**src/rtl/falling_sand_pkg.sv**
```systemverilog
// Shared constants and types for the falling-sand VRAM path.
package falling_sand_pkg;

  // Screen geometry: one VRAM cell per pixel.
  localparam int unsigned VRAM_COLUMNS = 640;
  localparam int unsigned VRAM_ROWS    = 400;
  localparam int unsigned VRAM_CELLS   = VRAM_COLUMNS * VRAM_ROWS;

  // Cell encodings stored in VRAM.
  localparam logic [1:0] CELL_EMPTY = 2'b00;
  localparam logic [1:0] CELL_SAND  = 2'b01;
  localparam logic [1:0] CELL_WALL  = 2'b10;
  localparam logic [1:0] CELL_WATER = 2'b11;

  // Write arbiter FSM states.
  typedef enum logic {
    StArb,
    StClear
  } arb_state_e;

endpackage

```
**src/rtl/sync_fifo.sv**
```systemverilog
// Single-clock show-ahead FIFO; DEPTH must be a power of two (>= 2).
// Pushes while full and pops while empty are ignored.
module sync_fifo #(
  parameter int unsigned WIDTH = 8,
  parameter int unsigned DEPTH = 4
) (
  input  logic             clk_i,
  input  logic             reset_i,
  input  logic             push_i,
  input  logic [WIDTH-1:0] din_i,
  input  logic             pop_i,
  output logic [WIDTH-1:0] dout_o,
  output logic             full_o,
  output logic             empty_o
);

  localparam int unsigned PtrW = (DEPTH > 1) ? $clog2(DEPTH) : 1;

  logic [WIDTH-1:0] mem_q [DEPTH];
  // Extra MSB distinguishes full from empty when the index bits match.
  logic [PtrW:0]    wr_ptr_q, rd_ptr_q;
  logic             push_ok, pop_ok;

  assign empty_o = (wr_ptr_q == rd_ptr_q);
  assign full_o  = (wr_ptr_q[PtrW] != rd_ptr_q[PtrW]) &&
                   (wr_ptr_q[PtrW-1:0] == rd_ptr_q[PtrW-1:0]);
  assign push_ok = push_i && !full_o;
  assign pop_ok  = pop_i && !empty_o;
  assign dout_o  = mem_q[rd_ptr_q[PtrW-1:0]];

  // Pointer registers.
  always_ff @(posedge clk_i or posedge reset_i) begin
    if (reset_i) begin
      wr_ptr_q <= '0;
      rd_ptr_q <= '0;
    end else begin
      if (push_ok) wr_ptr_q <= wr_ptr_q + 1'b1;
      if (pop_ok)  rd_ptr_q <= rd_ptr_q + 1'b1;
    end
  end

  // Storage; contents are only observed when non-empty, so no reset.
  always_ff @(posedge clk_i) begin
    if (push_ok) mem_q[wr_ptr_q[PtrW-1:0]] <= din_i;
  end

endmodule

```
**src/rtl/vram_write_arbiter.sv**
```systemverilog
// Arbitrates game-state and buffered mouse-draw writes onto a single registered
// VRAM write port, with a full-VRAM clear sequence that preempts both sources.
module vram_write_arbiter
  import falling_sand_pkg::*;
#(
  parameter int unsigned ADDR_WIDTH = 18,
  parameter int unsigned DATA_WIDTH = 2,
  parameter int unsigned RAM_LENGTH = VRAM_CELLS,
  parameter int unsigned FIFO_DEPTH = 4,
  parameter int unsigned MAX_BURST  = 8
) (
  input  logic                  clk_i,
  input  logic                  reset_i,
  input  logic                  gst_wr_en_i,
  input  logic [ADDR_WIDTH-1:0] gst_wr_address_i,
  input  logic [DATA_WIDTH-1:0] gst_wr_data_i,
  output logic                  gst_ready_o,
  input  logic                  mpd_wr_en_i,
  input  logic [ADDR_WIDTH-1:0] mpd_wr_address_i,
  input  logic [DATA_WIDTH-1:0] mpd_wr_data_i,
  output logic                  mpd_ready_o,
  output logic                  mpd_drop_o,
  input  logic                  clr_start_i,
  output logic                  clr_busy_o,
  output logic                  clr_done_o,
  output logic                  vram_wr_en_o,
  output logic [ADDR_WIDTH-1:0] vram_wr_address_o,
  output logic [DATA_WIDTH-1:0] vram_wr_data_o
);

  localparam int unsigned EntryW = ADDR_WIDTH + DATA_WIDTH;
  localparam int unsigned BurstW = $clog2(MAX_BURST + 1);
  localparam int unsigned ClrW   = (RAM_LENGTH > 1) ? $clog2(RAM_LENGTH) : 1;
  localparam logic [BurstW-1:0] BurstMax = BurstW'(MAX_BURST);
  localparam logic [ClrW-1:0]   ClrLast  = ClrW'(RAM_LENGTH - 1);

  arb_state_e            state_q, state_d;
  logic [BurstW-1:0]     burst_q, burst_d;
  logic [ClrW-1:0]       clr_cnt_q, clr_cnt_d;
  logic                  done_q, done_d;
  logic                  drop_q, drop_d;
  logic                  vram_en_q, vram_en_d;
  logic [ADDR_WIDTH-1:0] vram_addr_q, vram_addr_d;
  logic [DATA_WIDTH-1:0] vram_data_q, vram_data_d;
  logic                  gst_ready;

  logic                  fifo_push, fifo_pop, fifo_full, fifo_empty;
  logic [EntryW-1:0]     fifo_din, fifo_dout;

  // Mouse writes are accepted purely on FIFO space; a pop in the same cycle
  // does not rescue a write offered while full.
  assign fifo_push = mpd_wr_en_i && !fifo_full;
  assign drop_d    = mpd_wr_en_i && fifo_full;
  assign fifo_din  = {mpd_wr_address_i, mpd_wr_data_i};

  sync_fifo #(
    .WIDTH(EntryW),
    .DEPTH(FIFO_DEPTH)
  ) u_mpd_fifo (
    .clk_i  (clk_i),
    .reset_i(reset_i),
    .push_i (fifo_push),
    .din_i  (fifo_din),
    .pop_i  (fifo_pop),
    .dout_o (fifo_dout),
    .full_o (fifo_full),
    .empty_o(fifo_empty)
  );

  // Grant selection, burst accounting, clear sequencing and next VRAM write.
  always_comb begin
    state_d     = state_q;
    burst_d     = burst_q;
    clr_cnt_d   = clr_cnt_q;
    done_d      = 1'b0;
    fifo_pop    = 1'b0;
    gst_ready   = 1'b0;
    vram_en_d   = 1'b0;
    vram_addr_d = vram_addr_q;
    vram_data_d = vram_data_q;

    unique case (state_q)
      StArb: begin
        gst_ready = fifo_empty || (burst_q == BurstMax);
        // Mouse head wins until the burst limit; at the limit it still wins
        // if gst has nothing to offer, so the slot is never wasted.
        if (!fifo_empty && ((burst_q < BurstMax) || !gst_wr_en_i)) begin
          fifo_pop    = 1'b1;
          vram_en_d   = 1'b1;
          vram_addr_d = fifo_dout[EntryW-1:DATA_WIDTH];
          vram_data_d = fifo_dout[DATA_WIDTH-1:0];
          if (burst_q < BurstMax) burst_d = burst_q + 1'b1;
        end else if (gst_ready && gst_wr_en_i) begin
          vram_en_d   = 1'b1;
          vram_addr_d = gst_wr_address_i;
          vram_data_d = gst_wr_data_i;
          burst_d     = '0;
        end
        // This cycle's grant still goes out; the clear starts next cycle.
        if (clr_start_i) begin
          state_d   = StClear;
          clr_cnt_d = '0;
        end
      end

      StClear: begin
        vram_en_d   = 1'b1;
        vram_addr_d = ADDR_WIDTH'(clr_cnt_q);
        vram_data_d = DATA_WIDTH'(CELL_EMPTY);
        if (clr_cnt_q == ClrLast) begin
          state_d   = StArb;
          clr_cnt_d = '0;
          done_d    = 1'b1;
        end else begin
          clr_cnt_d = clr_cnt_q + 1'b1;
        end
      end

      default: state_d = StArb;
    endcase

    if (fifo_empty) burst_d = '0;
  end

  // State, counters and the registered VRAM write port.
  always_ff @(posedge clk_i or posedge reset_i) begin
    if (reset_i) begin
      state_q     <= StArb;
      burst_q     <= '0;
      clr_cnt_q   <= '0;
      done_q      <= 1'b0;
      drop_q      <= 1'b0;
      vram_en_q   <= 1'b0;
      vram_addr_q <= '0;
      vram_data_q <= '0;
    end else begin
      state_q     <= state_d;
      burst_q     <= burst_d;
      clr_cnt_q   <= clr_cnt_d;
      done_q      <= done_d;
      drop_q      <= drop_d;
      vram_en_q   <= vram_en_d;
      vram_addr_q <= vram_addr_d;
      vram_data_q <= vram_data_d;
    end
  end

  assign gst_ready_o       = gst_ready;
  assign mpd_ready_o       = !fifo_full;
  assign mpd_drop_o        = drop_q;
  assign clr_busy_o        = (state_q == StClear);
  assign clr_done_o        = done_q;
  assign vram_wr_en_o      = vram_en_q;
  assign vram_wr_address_o = vram_addr_q;
  assign vram_wr_data_o    = vram_data_q;

endmodule

```
**config.mk**
```make
export PLATFORM = sky130hd
export DESIGN_NAME = vram_write_arbiter
export DESIGN_NICKNAME = d
export VERILOG_FILES = /design/src/rtl/falling_sand_pkg.sv /design/src/rtl/sync_fifo.sv /design/src/rtl/vram_write_arbiter.sv
export SDC_FILE = /design/constraint.sdc
export NUM_CORES = 1
export LEC_CHECK = 0
export CORE_UTILIZATION = 40
export DETAILED_ROUTE_END_ITERATION = 10
export PLACE_DENSITY = 0.69
export SLEW_MARGIN = 20
export SYNTH_ARGS = -nofsm -noshare
export SYNTH_HDL_FRONTEND = slang
export SYNTH_SLANG_ARGS = --single-unit
export TNS_END_PERCENT = 5
```
**constraint.sdc**
```tcl
create_clock -name clk_i -period 3.44 [get_ports clk_i]
set_input_delay 0.344 -clock clk_i [delete_from_list [all_inputs] [get_ports clk_i]]
set_output_delay 0.344 -clock clk_i [all_outputs]
set_load 0.01 [all_outputs]
```
==> flow_metrics.py <==
metrics = {
    "status": {
        "status": "completed",
    },
    "global_route": {
        "first_global_vias": 3575,
        "grt_max_degree": 53,
        "use_met1_pct": 22.2,
        "grt_pass1_wl_mm": 18.8,
        "grt_usage_pct": 17.5,
        "grt_use_met2_pct": 28.4,
        "antenna_found_initial": 0,
        "busiest_layer": "met2",
        "grt_overflow": 0,
        "met3_usage_pct": 5.05,
    },
    "pwr": {
        "p_total_mw": 5.93,
        "ir_worst_vdd_mv": 0.521,
        "seq_power_share_pct": 38.9,
        "p_int_mw": 4.15,
        "p_switching_mw": 1.77,
        "power_frac_comb_pct": 29.5,
        "power_per_cell_area_mw_per_mm2": 833,
        "clkPwrFrac_pct": 31.6,
        "leakagePower_nw": 2.76,
        "p_sw_share_pct": 29.9,
    },
    "timing": {
        "tightest_slew_ns": 0.896,
        "hold_viol": 0,
        "layout_min_cycle_time_ns": 2.70,
        "finalSetupViolations": 0,
        "fmax_mhz": 371,
        "grt_setup_unrepaired": "no",
        "fin_setup_tns_ns": 0,
        "relSlewSlack_pct": 40.3,
        "maxSlewViolCount": 0,
        "final.period_utilization_pct": 78.4,
        "worst_clock_skew_ns": 0.00834,
    },
    "yosys": {
        "synthSimpleGateAreaFrac_pct": 6.65,
        "ys.flop_type": "edfxtp_1",
        "synth_compound_area_share_pct": 9.56,
        "synthCells": 380,
        "syn_avg_cell_area_sq_um": 14.8,
        "synth_edf_count": 80,
        "ys_types": 47,
        "ys_ff_latch": 132,
        "synth_fa_ha_area_share_pct": 1.78,
        "synth_fp_nets": 433,
        "ys_warn_count": 0,
        "synth_top_family_by_area": "multiplexers",
        "netlist_area_sq_mm": 0.00563,
        "synth_xor_area_share_pct": 1.25,
        "synthMuxAreaShare_pct": 12.1,
        "synth-seq-area-share_pct": 65.8,
        "synthArstFlopShare_pct": 39.4,
    },
    "clocking": {
        "cts_buffers": 17,
        "clk_latency_ns": 0.41,
        "clock_sinks": 132,
        "ctsHoldBuffers": 0,
        "cts_root_buffer": "clkbuf_16",
        "clockBufferDepth": 2,
        "cts_setup_buffers": 0,
        "ctsResizeCount": 0,
        "cts_tree": "built",
        "h-tree-depth": 4,
        "path_clk_slew_ns": 0.06,
    },
    "drt": {
        "dr_total_vias": 3471,
        "drc": 0,
        "via_per_inst": 5.36,
        "wl_per_cell_um": 18.0,
        "drt-total-wl_mm": 11.7,
        "drt_iter0_drc": 264,
        "firstDrtPassIters": 4,
        "ant_nets": 0,
    },
    "floorplan": {
        "placeableCoreArea_sq_mm": 0.0135,
        "initial_utilization_pct": 41.8,
        "ios": 71,
        "rows": 42,
        "dieArea_sq_mm": 0.0145,
        "die_x_um": 121,
        "die_h_um": 121,
    },
    "finish": {
        "diodes": 0,
        "num-nets-final": 512,
        "areaGrowthSynthToFinish_pct": 26.5,
        "stdcell_area_sq_mm": 0.00712,
        "drive_above_1_share_pct": 14.0,
    },
    "setup_path": {
        "required_ns": 3.10,
        "worstPathMaxFanout": 7,
        "crit_chain": "xnor2_1, and3b_1, inv_1, a21oi_1, clkdlybuf4s50_1",
        "critPathKind": "reg2out",
        "cpPeakStageDelay_ns": 0.55,
        "cp_num_buf_inv": 2,
        "cp-end-kind": "primary output",
        "crit_slowest_cell": "clkdlybuf4s50_1",
        "critPathTopFamily": "buffers and inverters",
        "cp-start-kind": "flip-flop",
        "crit_arrival_ns": 2.35,
    },
    "min_path": {
        "hp-class": "in2async",
    },
    "run": {
        "maxCapViolations": 0,
    },
    "placement": {
        "portBuffers": 70,
        "place.detailed.hpwl_mm": 7.86,
        "placed_area_sq_mm": 0.00650,
        "finalWeightedCongestion": 0.796,
    },
}
-- sequential cells by signal (all words and copies together), names as in the netlist, 2 cells and up --
register             cells
clr_cnt_q               18
burst_q                  4
vram_wr_address_o       18
u_mpd_fifo.mem_q        80
vram_wr_data_o           2
u_mpd_fifo.wr_ptr_q      3
u_mpd_fifo.rd_ptr_q      3
-- final cells by class --
type,instances,area (sq um)
fillers,1151,6330
flip-flops and latches,132,3700
multi-input cells,215,1760
repair buffers,79,768
clock buffers,19,433
well taps,176,220
clock inverters,12,179
inverters,14,53.8
-- power groups by stage --
stage / clock (mW) / sequential [mW] / combinational (mW)
5_1_grt: 1.97 / 2.35 / 1.90
6_report: 1.87 / 2.31 / 1.75
3_3_place_gp: 0 / 2.32 / 1.73
2_1_floorplan: 0 / 2.30 / 1.20
4_1_cts: 1.89 / 2.31 / 1.77
3_5_place_dp: 0 / 2.34 / 1.75
-- final timing paths --
path,cells after the start,slack [ns],start,endpoint
max reg2reg,6,0.82,u_mpd_fifo.wr_ptr_q[0],vram_wr_address_o[15]
min in group clk_i,1,0.49,u_mpd_fifo.wr_ptr_q[2],u_mpd_fifo.wr_ptr_q[2]
min,2,0.40,reset_i,mpd_drop_o
min reg2reg,1,0.49,u_mpd_fifo.wr_ptr_q[2],u_mpd_fifo.wr_ptr_q[2]
max in group asynchronous,2,2.49,reset_i,clr_cnt_q[14]
max,5,0.74,u_mpd_fifo.wr_ptr_q[0],gst_ready_o
-- cells in the mapped netlist (2+ instances only) --
| cell type | instances | area share [%] |
|---|---|---|
| buf_2 | 6 | 0.53 |
| mux4_2 | 20 | 8.0 |
| nand4_1 | 3 | 0.33 |
| a22o_1 | 2 | 0.31 |
| o21ai_0 | 12 | 1.1 |
| dfrtp_1 | 52 | 23 |
| xor2_1 | 4 | 0.62 |
| a31oi_1 | 8 | 0.89 |
| clkbuf_1 | 7 | 0.47 |
| nand2_1 | 14 | 0.93 |
| nor3_1 | 6 | 0.53 |
| and2_1 | 6 | 0.67 |
| nor3b_1 | 2 | 0.27 |
| and3_1 | 5 | 0.56 |
| a21o_1 | 5 | 0.67 |
| mux2i_1 | 18 | 3.2 |
| or3_1 | 3 | 0.33 |
| or2_2 | 2 | 0.22 |
| xnor2_1 | 4 | 0.62 |
| a21oi_1 | 29 | 2.6 |
| inv_1 | 14 | 0.93 |
| buf_6 | 2 | 0.40 |
| edfxtp_1 | 80 | 43 |
| nand3_1 | 8 | 0.71 |
| o22ai_1 | 18 | 2.0 |
| ha_1 | 8 | 1.8 |
| buf_4 | 4 | 0.53 |
| a41oi_1 | 3 | 0.47 |
| o2bb2ai_1 | 3 | 0.47 |
| mux2_2 | 2 | 0.40 |
| nand2b_1 | 4 | 0.44 |
| nor2_1 | 11 | 0.73 |
-- worst register-to-register path: cells and delay by family (launching register included) --
kind | cells | cell delay [ns]
XOR/XNOR | 1 | 0.30
AND/OR/NAND/NOR | 2 | 1.05
AO/OA/AOI/OAI | 1 | 0.16
flip-flops | 1 | 0.43
buffers and inverters | 1 | 0.27
multiplexers | 1 | 0.26
-- metrics by stage --
step	setup slack, ns	hold WS [ns]	instances	util [%]
after global placement	1.01	0.475	616	48.4
after floorplan	1.50	0.443	380	-
final	0.743	0.402	647	52.9
after global routing	0.626	0.478	647	52.9
after CTS	0.705	0.493	647	52.9
after detailed placement	0.928	0.479	616	48.4
-- cell usage in the layout (no fill, tap or decap), types with 3 or more instances in the layout --
master | synthesis | layout
nand2_1 | 14 | 14
mux4_2 | 20 | 20
nor3_1 | 6 | 6
o22ai_1 | 18 | 18
clkdlybuf4s50_1 | 0 | 70
bufinv_16 | 0 | 4
buf_4 | 4 | 9
o2bb2ai_1 | 3 | 3
and2_1 | 6 | 6
ha_1 | 8 | 8
edfxtp_1 | 80 | 80
nand4_1 | 3 | 3
dfrtp_1 | 52 | 52
o21ai_0 | 12 | 12
xnor2_1 | 4 | 4
nor2_1 | 11 | 11
a21o_1 | 5 | 5
clkinvlp_4 | 0 | 3
a21oi_1 | 29 | 29
and3_1 | 5 | 5
a31oi_1 | 8 | 8
clkbuf_16 | 0 | 17
or3_1 | 3 | 3
a41oi_1 | 3 | 3
mux2i_1 | 18 | 18
xor2_1 | 4 | 4
clkinv_2 | 0 | 3
inv_1 | 14 | 13
nand3_1 | 8 | 8
nand2b_1 | 4 | 4
-- cells by family after synthesis --
kind of cell / after synthesis
flops: 132
compound gates: 87
buf+inv: 33
mux: 42
fa+ha+maj: 8
xor+xnor: 8
simple gates: 70
-- layer usage --
layer	routed length (um)	share of wire, %
met1	4980	43
met2	5940	51
met3	630	5.4
met4	117	1.0
met5	0	0
Power figures use the tool's default switching activity.
==> RTL edit, RTL diff (config.mk and constraints unchanged) <==
Change the package constant `VRAM_ROWS` from 400 to 200.
--- a/src/rtl/falling_sand_pkg.sv
+++ b/src/rtl/falling_sand_pkg.sv
@@ -4,5 +4,5 @@
   // Screen geometry: one VRAM cell per pixel.
   localparam int unsigned VRAM_COLUMNS = 640;
-  localparam int unsigned VRAM_ROWS    = 400;
+  localparam int unsigned VRAM_ROWS    = 200;
   localparam int unsigned VRAM_CELLS   = VRAM_COLUMNS * VRAM_ROWS;
 
Behaviour: no difference found for any inputs over 10 cycles, from zero or initial values and one cycle with reset_i high; that may be too few to reach the edited logic, so the function may still have changed.
==> RTL edit against the original RTL <==
- sequential cell count shrank 1
- final area grew 1.2%
- area after synthesis up 1.9%
- wire length increased by 3.1%
- power shrank 15%
- clock skew down 0.0023 ns
- setup slack better by 0.073 ns
- register-to-register slack improved by 0.27 ns
- synthesized cell count increased by 5.3%
- highest routed layer unchanged
==> RTL edit: results <==
metrics = {
    "logic_synthesis": {
        "synthTopCellsByArea": "edfxtp_1 42%, dfrtp_1 22%, mux4_2 7.1%, mux2i_1 2.8%, mux2_2 2.8%",
        "synthFlopType": "edfxtp_1",
        "yosysUniqueCellTypes": 45,
        "syn-num-nets": 453,
        "async_flop_share_pct": 38.9,
        "ys_seq_area_share_pct": 64.2,
        "synth_edf_count": 80,
        "yosys_warnings": 0,
        "synthTopCellsByCount": "80 x edfxtp_1, 51 x dfrtp_1, 38 x nand2_1",
    },
    "clocking": {
        "path_clk_slew_ns": 0.06,
        "cts_buffer_depth": 2,
        "post_cts_resized": 0,
        "insertion_delay_ns": 0.41,
        "cts-buffers-inserted": 17,
        "cts-htree-levels": 4,
        "post_cts_buffers": 0,
        "clockRootBuffer": "clkbuf_16",
    },
    "pwr": {
        "leakagePower_nw": 2.76,
        "vdd.ir_drop.worst_v": 0.000357,
    },
    "cells_and_area": {
        "n_antenna_cell": 0,
        "drive_gt1_share_pct": 15.3,
        "largest_reg_flops": 80,
        "num-fill-cells": 1143,
        "finalNetCount": 529,
    },
    "critical_path": {
        "reg2reg_to": "u_mpd_fifo.rd_ptr_q[1]",
        "r2r_cells": 4,
        "cp-startpoint": "u_mpd_fifo.wr_ptr_q[1]",
        "cp_max_fo": 10,
        "r2r_slack_ns": 1.09,
        "crit_path_end": "gst_ready_o",
        "arrival_ns": 2.28,
        "slowest_stage": "clkdlybuf4s50_1",
        "cpLargestDelayFamily": "buffers and inverters",
        "cp_slowest_stage_delay_ns": 0.56,
    },
    "global_route": {
        "antenna_found_initial": 0,
        "grt_pass1_vias": 3728,
        "grt_use_total_pct": 17.8,
        "grt_max_degree": 52,
        "grt_pass1_wl_um": 19300,
    },
    "min_path": {
        "min_path_type": "input port to async pin",
    },
    "timing": {
        "hold_ws_ns": 0.426,
        "fin_skew_ns": 0.00600,
        "worst_slew_pin_slew_ns": 0.930,
    },
    "placed_design": {
        "place_area_mm2": 0.00661,
        "port_buffers": 70,
        "dpl.hpwl_um": 8140,
        "globalplace.congestion": 0.818,
    },
    "routing": {
        "dr.pass1.iters": 4,
        "wl_per_cell_um": 18.0,
        "vias": 3484,
        "drtIter0Drc": 173,
    },
    "outcome": {
        "status": "complete, no violations",
    },
}
RTL edit: cells by family after synthesis:
logic type                 after synthesis  synth area share [%]
buffers and inverters                   33                  2.68
muxes                                   50                  13.5
and+or+nand+nor                         98                  8.49
adders and majority gates                8                  1.75
AOI/OAI and AO/OA                       70                  7.84
DFF                                    131                  64.2
xor gates and xnor gates                10                  1.53
RTL edit: per-stage QoR:
stage | worst slack (ns) | cells | utilization, %
after CTS | 0.771 | 669 | 51.7
after detailed placement | 1.10 | 637 | 47.4
after floorplan | 1.55 | 400 | -
after global routing | 0.669 | 669 | 51.7
final | 0.816 | 669 | 51.7
after global placement | 1.17 | 637 | 47.4
RTL edit: final cells by class:
class | instances | share of cell area [%]
Timing Repair Buffer | 78 | 10.6
Tap cell | 180 | 3.13
Inverter | 12 | 0.643
Sequential cell | 131 | 51.1
Clock inverter | 14 | 2.28
Multi-Input combinational cell | 236 | 26.4
Clock buffer | 18 | 5.96
RTL edit: layer usage:
layer  GRT usage [%]  vias to the layer above  wire [um]
li1                -                     1671          -
met4            6.48                        0        148
met2            29.0                       76       5990
met1            23.1                     1725       5320
met3            4.21                       12        568
met5               0                        -          0
RTL edit: how the worst min path moves through the flow:
stage,start,to,depth (start not counted)
after floorplan,mpd_wr_data_i[0],u_mpd_fifo.mem_q[0][0],0
after global placement,u_mpd_fifo.rd_ptr_q[2],u_mpd_fifo.rd_ptr_q[2],1
after detailed placement,vram_wr_address_o[4],vram_wr_address_o[4],2
after CTS,vram_wr_address_o[4],vram_wr_address_o[4],2
after global routing,u_mpd_fifo.rd_ptr_q[2],u_mpd_fifo.rd_ptr_q[2],1
final,reset_i,burst_q[3],2
RTL edit: worst register-to-register path, stage by stage (launching register included):
cell	delay [ns]
dfrtp_1	0.42
xnor2_1	0.23
and3_1	0.45
a211o_1	0.71
mux2_2	0.42
RTL edit: report_power, final:
part           internal, mW  switching (mW)  leakage [nW]  total, mW
Sequential             2.03           0.188          1.36       2.22
Combinational         0.520           0.534          1.13       1.05
Clock                  1.13           0.655         0.265       1.79
Total                  3.68            1.38          2.76       5.06
